[src/rtl/ienc_pkg.sv]
// Shared instruction-encoding definitions: symbolic ops, opcodes, field positions
// and word builders used by the loader, the decoder and the bench.
package ienc_pkg;

  typedef enum logic [3:0] {
    OP_AND  = 4'd0,
    OP_LW   = 4'd1,
    OP_SW   = 4'd2,
    OP_JR   = 4'd3,
    OP_JAL  = 4'd4,
    OP_NOR  = 4'd5,
    OP_NORI = 4'd6,
    OP_NOT  = 4'd7,
    OP_BLEU = 4'd8,
    OP_ROLV = 4'd9,
    OP_RORV = 4'd10
  } op_e;

  localparam logic [5:0] OPC_AND  = 6'b100000;
  localparam logic [5:0] OPC_LW   = 6'b100011;
  localparam logic [5:0] OPC_SW   = 6'b101011;
  localparam logic [5:0] OPC_JR   = 6'b001000;
  localparam logic [5:0] OPC_JAL  = 6'b000011;
  localparam logic [5:0] OPC_NOR  = 6'b100110;
  localparam logic [5:0] OPC_NORI = 6'b001110;
  localparam logic [5:0] OPC_NOT  = 6'b000100;
  localparam logic [5:0] OPC_BLEU = 6'b010000;
  localparam logic [5:0] OPC_ROLV = 6'b000000;
  localparam logic [5:0] OPC_RORV = 6'b000010;

  localparam int OP_HI  = 31;
  localparam int OP_LO  = 26;
  localparam int RS_HI  = 25;
  localparam int RS_LO  = 21;
  localparam int RT_HI  = 20;
  localparam int RT_LO  = 16;
  localparam int RD_HI  = 15;
  localparam int RD_LO  = 11;
  localparam int IMM_HI = 15;
  localparam int IMM_LO = 0;
  localparam int TGT_HI = 25;
  localparam int TGT_LO = 0;

  function automatic logic [31:0] enc_r(input logic [5:0] opc, input logic [4:0] rs,
                                        input logic [4:0] rt, input logic [4:0] rd);
    logic [31:0] w;
    w = '0;
    w[OP_HI:OP_LO] = opc;
    w[RS_HI:RS_LO] = rs;
    w[RT_HI:RT_LO] = rt;
    w[RD_HI:RD_LO] = rd;
    return w;
  endfunction

  function automatic logic [31:0] enc_i(input logic [5:0] opc, input logic [4:0] rs,
                                        input logic [4:0] rt, input logic [15:0] imm);
    logic [31:0] w;
    w = '0;
    w[OP_HI:OP_LO]   = opc;
    w[RS_HI:RS_LO]   = rs;
    w[RT_HI:RT_LO]   = rt;
    w[IMM_HI:IMM_LO] = imm;
    return w;
  endfunction

endpackage

[src/rtl/ienc_pack.sv]
// Combinational packer: symbolic op and fields -> 32-bit word, plus legality
// and immediate-fit flags.
module ienc_pack
  import ienc_pkg::*;
(
  input  logic [3:0]  op,
  input  logic [4:0]  rs,
  input  logic [4:0]  rt,
  input  logic [4:0]  rd,
  input  logic [31:0] imm,
  output logic [31:0] word,
  output logic        legal,
  output logic        range_ok
);

  logic simm16_ok;
  logic uimm16_ok;
  logic tgt26_ok;

  // signed 16-bit fits when bits 31..15 are a pure sign extension
  assign simm16_ok = (&imm[31:15]) | ~(|imm[31:15]);
  assign uimm16_ok = ~(|imm[31:16]);
  assign tgt26_ok  = ~(|imm[31:26]);

  always_comb begin
    word     = '0;
    legal    = 1'b1;
    range_ok = 1'b1;
    case (op)
      OP_AND:  word = enc_r(OPC_AND, rs, rt, rd);
      OP_NOR:  word = enc_r(OPC_NOR, rs, rt, rd);
      OP_NOT:  word = enc_r(OPC_NOT, rs, rt, rd);
      OP_ROLV: word = enc_r(OPC_ROLV, rs, rt, rd);
      OP_RORV: word = enc_r(OPC_RORV, rs, rt, rd);
      OP_LW: begin
        word     = enc_i(OPC_LW, rs, rt, imm[15:0]);
        range_ok = simm16_ok;
      end
      OP_SW: begin
        word     = enc_i(OPC_SW, rs, rt, imm[15:0]);
        range_ok = simm16_ok;
      end
      OP_BLEU: begin
        word     = enc_i(OPC_BLEU, rs, rt, imm[15:0]);
        range_ok = simm16_ok;
      end
      OP_NORI: begin
        word     = enc_i(OPC_NORI, rs, rt, imm[15:0]);
        range_ok = uimm16_ok;
      end
      OP_JAL: begin
        word[OP_HI:OP_LO]   = OPC_JAL;
        word[TGT_HI:TGT_LO] = imm[25:0];
        range_ok            = tgt26_ok;
      end
      OP_JR: begin
        word[OP_HI:OP_LO] = OPC_JR;
        word[RS_HI:RS_LO] = rs;
      end
      default: legal = 1'b0;
    endcase
  end

endmodule

[src/rtl/instr_encoder_loader.sv]
// Boot-time program loader: accepts symbolic instruction beats and writes the encoded
// words sequentially into imem. Define IENC_RANGE_CHECK_EN to drop out-of-range immediates.
module instr_encoder_loader
  import ienc_pkg::*;
#(
  parameter int ADDR_W = 6,
  parameter int DEPTH  = 64
) (
  input  logic              clk,
  input  logic              reset,
  input  logic              start,
  input  logic [ADDR_W-1:0] base_addr,
  input  logic              in_valid,
  output logic              in_ready,
  input  logic [3:0]        in_op,
  input  logic [4:0]        in_rs,
  input  logic [4:0]        in_rt,
  input  logic [4:0]        in_rd,
  input  logic [31:0]       in_imm,
  input  logic              in_last,
  output logic              imem_we,
  output logic [ADDR_W-1:0] imem_addr,
  output logic [31:0]       imem_wdata,
  output logic              busy,
  output logic              done,
  output logic [ADDR_W:0]   count,
  output logic              err
);

  localparam logic [1:0] S_IDLE  = 2'd0;
  localparam logic [1:0] S_LOAD  = 2'd1;
  localparam logic [1:0] S_FLUSH = 2'd2;

  localparam logic [ADDR_W:0]   DEPTH_C   = DEPTH[ADDR_W:0];
  localparam logic [ADDR_W-1:0] LAST_ADDR = ADDR_W'(DEPTH - 1);

  logic [1:0]        state_reg;
  logic [ADDR_W-1:0] addr_reg;
  logic [ADDR_W-1:0] addr_next;
  logic [ADDR_W:0]   count_reg;
  logic [ADDR_W:0]   count_next;
  logic              we_reg;
  logic [ADDR_W-1:0] waddr_reg;
  logic [31:0]       wdata_reg;
  logic              err_reg;

  logic [31:0] word;
  logic        legal;
  logic        range_ok;
  logic        write_ok;
  logic        accept;
  logic        do_write;

  ienc_pack u_pack (
    .op       (in_op),
    .rs       (in_rs),
    .rt       (in_rt),
    .rd       (in_rd),
    .imm      (in_imm),
    .word     (word),
    .legal    (legal),
    .range_ok (range_ok)
  );

`ifdef IENC_RANGE_CHECK_EN
  assign write_ok = legal & range_ok;
`else
  logic unused_range_ok;
  assign unused_range_ok = range_ok;
  assign write_ok        = legal;
`endif

  assign in_ready   = (state_reg == S_LOAD) && (count_reg < DEPTH_C);
  assign accept     = in_valid & in_ready;
  assign do_write   = accept & write_ok;
  assign addr_next  = (addr_reg == LAST_ADDR) ? '0 : addr_reg + 1'b1;
  assign count_next = count_reg + 1'b1;

  always_ff @(posedge clk) begin
    if (reset) begin
      state_reg <= S_IDLE;
      addr_reg  <= '0;
      count_reg <= '0;
      we_reg    <= 1'b0;
      waddr_reg <= '0;
      wdata_reg <= '0;
      err_reg   <= 1'b0;
    end else begin
      we_reg <= 1'b0;
      case (state_reg)
        S_IDLE: begin
          if (start) begin
            state_reg <= S_LOAD;
            addr_reg  <= base_addr;
            count_reg <= '0;
            err_reg   <= 1'b0;
          end
        end
        S_LOAD: begin
          if (accept) begin
            if (do_write) begin
              we_reg    <= 1'b1;
              waddr_reg <= addr_reg;
              wdata_reg <= word;
              addr_reg  <= addr_next;
              count_reg <= count_next;
            end else begin
              err_reg <= 1'b1;
            end
            // a filled memory without in_last means the program was truncated
            if (in_last) begin
              state_reg <= S_FLUSH;
            end else if (do_write && (count_next == DEPTH_C)) begin
              state_reg <= S_FLUSH;
              err_reg   <= 1'b1;
            end
          end
        end
        S_FLUSH: state_reg <= S_IDLE;
        default: state_reg <= S_IDLE;
      endcase
    end
  end

  assign imem_we    = we_reg;
  assign imem_addr  = waddr_reg;
  assign imem_wdata = wdata_reg;
  assign busy       = (state_reg != S_IDLE);
  assign done       = (state_reg == S_FLUSH);
  assign count      = count_reg;
  assign err        = err_reg;

endmodule

[config.mk]
export PLATFORM = sky130hd
export DESIGN_NAME = instr_encoder_loader
export DESIGN_NICKNAME = d
export VERILOG_FILES = /design/src/rtl/ienc_pkg.sv /design/src/rtl/ienc_pack.sv /design/src/rtl/instr_encoder_loader.sv
export SDC_FILE = /design/constraint.sdc
export NUM_CORES = 1
export LEC_CHECK = 0
export CORE_UTILIZATION = 44
export CTS_CLUSTER_DIAMETER = 80
export DETAILED_ROUTE_END_ITERATION = 16
export PLACE_DENSITY = 0.83
export SKIP_LAST_GASP = 1
export SLEW_MARGIN = 20
export SYNTH_ARGS = -nofsm -noshare
export SYNTH_HDL_FRONTEND = slang
export SYNTH_SLANG_ARGS = --single-unit
[constraint.sdc]
create_clock -name clk -period 2.22 [get_ports clk]
set_clock_uncertainty 0.1 [all_clocks]
set_input_delay 0.222 -clock clk [delete_from_list [all_inputs] [get_ports clk]]
set_output_delay 0.222 -clock clk [all_outputs]
set_load 0.02 [all_outputs]
==> impl_metrics.tcl, run 1 <==
set metrics [dict create \
    status "finished clean" \
    syn-num-nets 427 \
    drtPass1Iterations 4 \
    place_hpwl_mm 5.86 \
    grt_pass1_vias 2800 \
    layout.nets 534 \
    row_count 29 \
    dp_cells 539 \
    synth_top_family_by_area "compound AO/OA/AOI/OAI gates" \
    fin_cells 547 \
    power.leakage_nw 1.46 \
    post_cts_buffers 0 \
    dr_wl_met2_mm 3.93 \
    vdd.ir_drop.worst_uv 349 \
    yosysWarnings 0 \
    required_ns 1.90 \
    cts_max_level 2 \
    areaGrowthSynthToFinish_pct 45.3 \
    synth.most_common_cell "dfxtp_1" \
    synth_ff_type "dfxtp_1" \
    antenna_cells 0 \
    start_util 0.453 \
    cts_buffers 5 \
    hold_viol_final 0 \
    synth_top_cell_by_area "dfxtp_1" \
    syn_inst 362 \
    rsz0062_at_grt "no" \
    synth_simple_gate_area_frac 0.221 \
    viasPerCell 5.71 \
    yosys.area_share.xor_xnor 0.0122 \
    yosys-top-cells-area "dfxtp_1, a21oi_1, a22oi_1" \
    ys_ff_latch 55 \
    vias 3126 \
    yosys.cell_types.count 52 \
    post-place-ws_ns -0.0693 \
    slew_violations 0 \
    cts_root_buffer "clkbuf_8" \
    core_um2 6310 \
    grt.overflow.total 0 \
    min_period_ns 2.00 \
    antenna_found_initial 0 \
    drtAntennaViolNets 0 \
    crit_fanout 11 \
    ys_seq_area_frac 0.385 \
    worstSetupStartpointType "flip-flop" \
    die_w_um 82.7 \
    endpoint_kind "output pin" \
    dieArea_um2 6830 \
    crit_type "flip-flop to output pin" \
    cts_tree "built" \
    cts.sinks 55 \
    synth_top_cell_area_share 0.385 \
    synthAdderAreaFrac 0.0131 \
    track_usage 0.239 \
    drc 0 \
    cp.buffers_inverters 1 \
    die_h_um 82.7 \
    p_total_mw 2.19 \
    wl_per_cell_um 14.5 \
    slowest_stage "clkdlybuf4s50_1" \
    cts_resized 0 \
    arrival_ns 1.68 \
    hold_class "primary input to flip-flop" \
    worst_slack_ns 0.219 \
    io_buffers 105 \
    crit_family "buffers and inverters" \
    timing.fmax_mhz 500 \
    path_clk_slew_ns 0.10 \
    synthMuxAreaShare 0.00393 \
    synth_area_um2 2860 \
    first_iter_violations 229 \
    synth_compound_area_frac 0.304 \
    dpl_cell_area_um2 4050 \
    clk_path_buf_depth 2 \
    whs_ns 0.143 \
    ioPinCount 112 \
    synth_edf_count 0 \
    critPathMaxStageDelay_ns 0.60 \
    maxCapViolCount 0 \
    drive_gt1_frac 0.0894 \
    gp_congestion 0.838 \
    grt_pass1_wl_mm 12.7 \
    relSlewSlack 0.601 \
    synthArstFlopShare 0 \
    finalSetupViolCount 0 \
    design_area_um2 4160 \
    pwr_density_cell_nw_per_um2 528 \
    met3_length_um 497 \
    wl_met1_mm 3.46 \
    finalCritPeriodShare 0.901 \
    synth.avg_cell_area_um2 7.91 \
    clock_latency_ns 0.31 \
    synth_common_cells "dfxtp_1, nand2_1, nor2_1" \
    worstMarginPinSlew_ns 0.598 \
    highest_layer "met4" \
    holdBufCountCts 0 \
    grt_max_degree 47 \
    wl_mm 7.96 \
    largest_reg_flops 32 \
    path_cells "nand2b_1 -> nor2_1 -> clkdlybuf4s50_1" \
]
[final timing paths]
path	start	to	slack, ns	cells after the start
setup / recovery	state_reg[0]	in_ready	0.22	3
hold / removal	reset	state_reg[0]	0.14	2
setup reg to reg	state_reg[0]	imem_wdata[14]	0.29	6
hold reg to reg	imem_wdata[26]	imem_wdata[26]	0.36	2
[metrics by stage]
step / TNS, ns / util
after global placement: 0 / 0.641
after floorplan: 0 / -
final: 0 / 0.659
after global routing: 0 / 0.659
after detailed placement: -0.185 / 0.641
after CTS: 0 / 0.659
[logic make-up after synthesis]
logic type                 Yosys count
and+or+nand+nor                    134
AOI/OAI and AO/OA                  126
DFF                                 55
buffers and inverters               39
xor gates and xnor gates             4
muxes                                1
adders and majority gates            3
[per-layer routing]
metal / vias up / GRT usage
met1: 1479 / 0.298
met2: 108 / 0.408
met5: - / 0
met3: 8 / 0.0495
li1: 1531 / -
met4: 0 / 0.0776
[cell type report]
| cell class | count | area, um2 |
|---|---|---|
| fillers | 558 | 2150 |
| multi-input cells | 268 | 1590 |
| repair buffers | 127 | 1210 |
| flip-flops and latches | 55 | 1100 |
| well taps | 77 | 96.3 |
| clock buffers | 6 | 72.6 |
| inverters | 12 | 45.0 |
| clock inverters | 2 | 38.8 |
[worst reg2reg max path: stages (launching register included)]
cell and delay [ns]:
dfxtp_1 0.52, nand4bb_1 0.21, buf_4 0.20, a21o_1 0.17
a21oi_2 0.36, a32oi_1 0.18, nor2_1 0.11
[placed cells by master (no fill, tap or decap), types with 3 or more instances in the layout]
cell type and count:
o21ai_0 21, a21oi_1 34, ha_1 3, a221oi_1 7, buf_4 22, a22oi_1 22, nor2b_1 10, a32oi_1 5
nor4_1 3, nand2_1 42, dfxtp_1 55, nand2b_1 6, xor2_1 3, clkdlybuf4s50_1 104, clkbuf_8 5, nor3_1 12
a311oi_1 5, inv_1 11, nand3_1 6, a221o_1 5, o2bb2ai_1 5, nor2_1 41
[where the power goes]
group          internal, mW  switching (mW)
Combinational         0.238           0.232
Clock                 0.341           0.329
Sequential             1.02          0.0334
No activity file was read; power rests on OpenSTA's default activity.
==> run 2, diff against run 1 <==
--- a/config.mk
+++ b/config.mk
@@ -5,10 +5,12 @@
 export SDC_FILE = /design/constraint.sdc
 export NUM_CORES = 1
 export LEC_CHECK = 0
-export CORE_UTILIZATION = 44
+export CELL_PAD_IN_SITES_DETAIL_PLACEMENT = 1
+export CELL_PAD_IN_SITES_GLOBAL_PLACEMENT = 1
+export CORE_UTILIZATION = 31
 export CTS_CLUSTER_DIAMETER = 80
 export DETAILED_ROUTE_END_ITERATION = 16
-export PLACE_DENSITY = 0.83
+export PLACE_DENSITY = 0.82
 export SKIP_LAST_GASP = 1
 export SLEW_MARGIN = 20
 export SYNTH_ARGS = -nofsm -noshare
==> run 2 against run 1 <==
  * Register-to-register slack worse by 0.08 ns
  * Utilization is 18 points lower
  * Sequential power hardly changed
  * The flow now finishes with violations (DRC)
  * Largest power group unchanged
  * Maximum frequency is 0.60% lower
  * Combinational power is 3% higher
==> impl_metrics.tcl, run 2 (synthesized netlist as in run 1, its figures left out) <==
set metrics [dict create \
    holdBufCountCts 0 \
    worstMarginPinSlew_ns 0.675 \
    met3_usage 0.0358 \
    use_met2 0.354 \
    finalSetupTns_ns 0 \
    drc 6 \
    areaGrowthSynthToFinish_pct 47.2 \
    grt_max_degree 40 \
    clock_latency_ns 0.31 \
    path_clk_slew_ns 0.11 \
    failed_checks "DRC" \
    ff2ff_path_depth 6 \
    layout.nets 537 \
    maxCapViolCount 0 \
    fillers 1085 \
    min_path_cells 2 \
    cp-startpoint "state_reg[0]" \
    dieArea_um2 9620 \
    finalSetupViolCount 0 \
    row_count 34 \
    final_common_cell "clkdlybuf4s50_1" \
    seq_area_um2 1100 \
    top_usage_layer "met2" \
    r2r_slack_ns 0.21 \
    finalCritPeriodShare 0.907 \
    ioPinCount 112 \
    design_area_um2 4210 \
    first_iter_violations 135 \
    gp_congestion 0.793 \
    worstSetupStartpointType "flip-flop" \
    post-place-ws_ns -0.0368 \
    antenna_found_initial 0 \
    slew_violations 0 \
    cts_max_level 2 \
    cts.sinks 55 \
    crit_fanout 11 \
    arrival_ns 2.16 \
    die_h_um 98.1 \
    place_hpwl_mm 7.02 \
    post_cts_buffers 0 \
    relSlewSlack 0.549 \
    r2r_end "imem_wdata[12]" \
    cts_buffers 5 \
    die_w_um 98.1 \
    largest_reg_flops 32 \
    min_period_ns 2.01 \
    hold_class "primary input to flip-flop" \
    wl_per_cell_um 15.8 \
    dpl_cell_area_um2 4120 \
    grt.overflow.total 0 \
    timing.fmax_mhz 497 \
    viasPerCell 5.40 \
    required_ns 2.36 \
    track_usage 0.194 \
    drive_gt1_frac 0.0973 \
    clk_path_buf_depth 2 \
    core_um2 8850 \
    cts_resized 0 \
    endpoint "imem_wdata[12]" \
    cts_tree "built" \
    grt_pass1_vias 3176 \
    rsz0062_at_grt "no" \
    pwr_density_cell_nw_per_um2 502 \
    crit_type "flip-flop to flip-flop" \
    vdd.ir_drop.worst_uv 278 \
    wl_mm 9.20 \
    power.leakage_nw 1.48 \
    drtAntennaViolNets 0 \
    cts_root_buffer "clkbuf_8" \
    grt_pass1_wl_mm 15.4 \
    fin_util 0.476 \
    drtPass1Iterations 10 \
    status "finished, violations left" \
    antenna_cells 0 \
    multi_input_area_um2 1590 \
    met1_usage 0.238 \
    vias 3136 \
    start_util 0.324 \
    io_buffers 105 \
    hold_viol_final 0 \
    worst_slack_ns 0.207 \
    endpoint_kind "flip-flop" \
    layout.cells.most_common_list "clkdlybuf4s50_1, dfxtp_1, nand2_1, nor2_1, a21oi_1" \
    r2r_start "state_reg[0]" \
]
[run 2: cell count changes in the layout (fill, tap and decap cells not counted), sizes merged]
cell | before | now
buf | 23 | 26
bufinv | 1 | 0
clkbuf | 6 | 5
clkinv | 1 | 2
clkinvlp | 0 | 1
[run 2: worst min path at each step]
| stage | start | to | slack (ns) |
|---|---|---|---|
| after floorplan | in_last | state_reg[1] | 0.26 |
| after global placement | imem_wdata[30] | imem_wdata[30] | 0.34 |
| after detailed placement | imem_wdata[27] | imem_wdata[27] | 0.35 |
| after CTS | reset | count[6] | 0.19 |
| after global routing | reset | count[6] | 0.21 |
| final | reset | count[6] | 0.21 |
[run 2: area by class of cell]
type | count | area share
clock buffer | 5 | 0.0163
clock inverter | 3 | 0.00564
inverter | 12 | 0.0107
multi-input combinational | 268 | 0.378
sequential | 55 | 0.261
tap | 108 | 0.0321
timing repair buffer | 130 | 0.296
[run 2: per-stage QoR]
step           cells  power, mW  hold slack (ns)
5_1_grt          581       2.23            0.210
3_3_place_gp     573       1.55            0.344
2_1_floorplan    362       1.31            0.260
3_5_place_dp     573       1.56            0.346
4_1_cts          581       2.14            0.195
6_report         581       2.12            0.211
[run 2: routing by layer]
metal | share of wire | up-vias
met5 | 0 | -
met4 | 0.010 | 0
met3 | 0.047 | 9
met2 | 0.50 | 88
met1 | 0.44 | 1502
li1 | - | 1537
[run 2: critical path, stage by stage, from the launching register on]
cell and delay (ns):
dfxtp_1 0.55, nand4bb_1 0.23, buf_4 0.21, a21o_1 0.17, a21oi_2 0.39, a32oi_1 0.17, nor2_1 0.13
[run 2: report_power, final]
group / internal (mW) / switching, mW
logic: 0.245 / 0.240
registers: 1.02 / 0.0349
clock network: 0.229 / 0.347
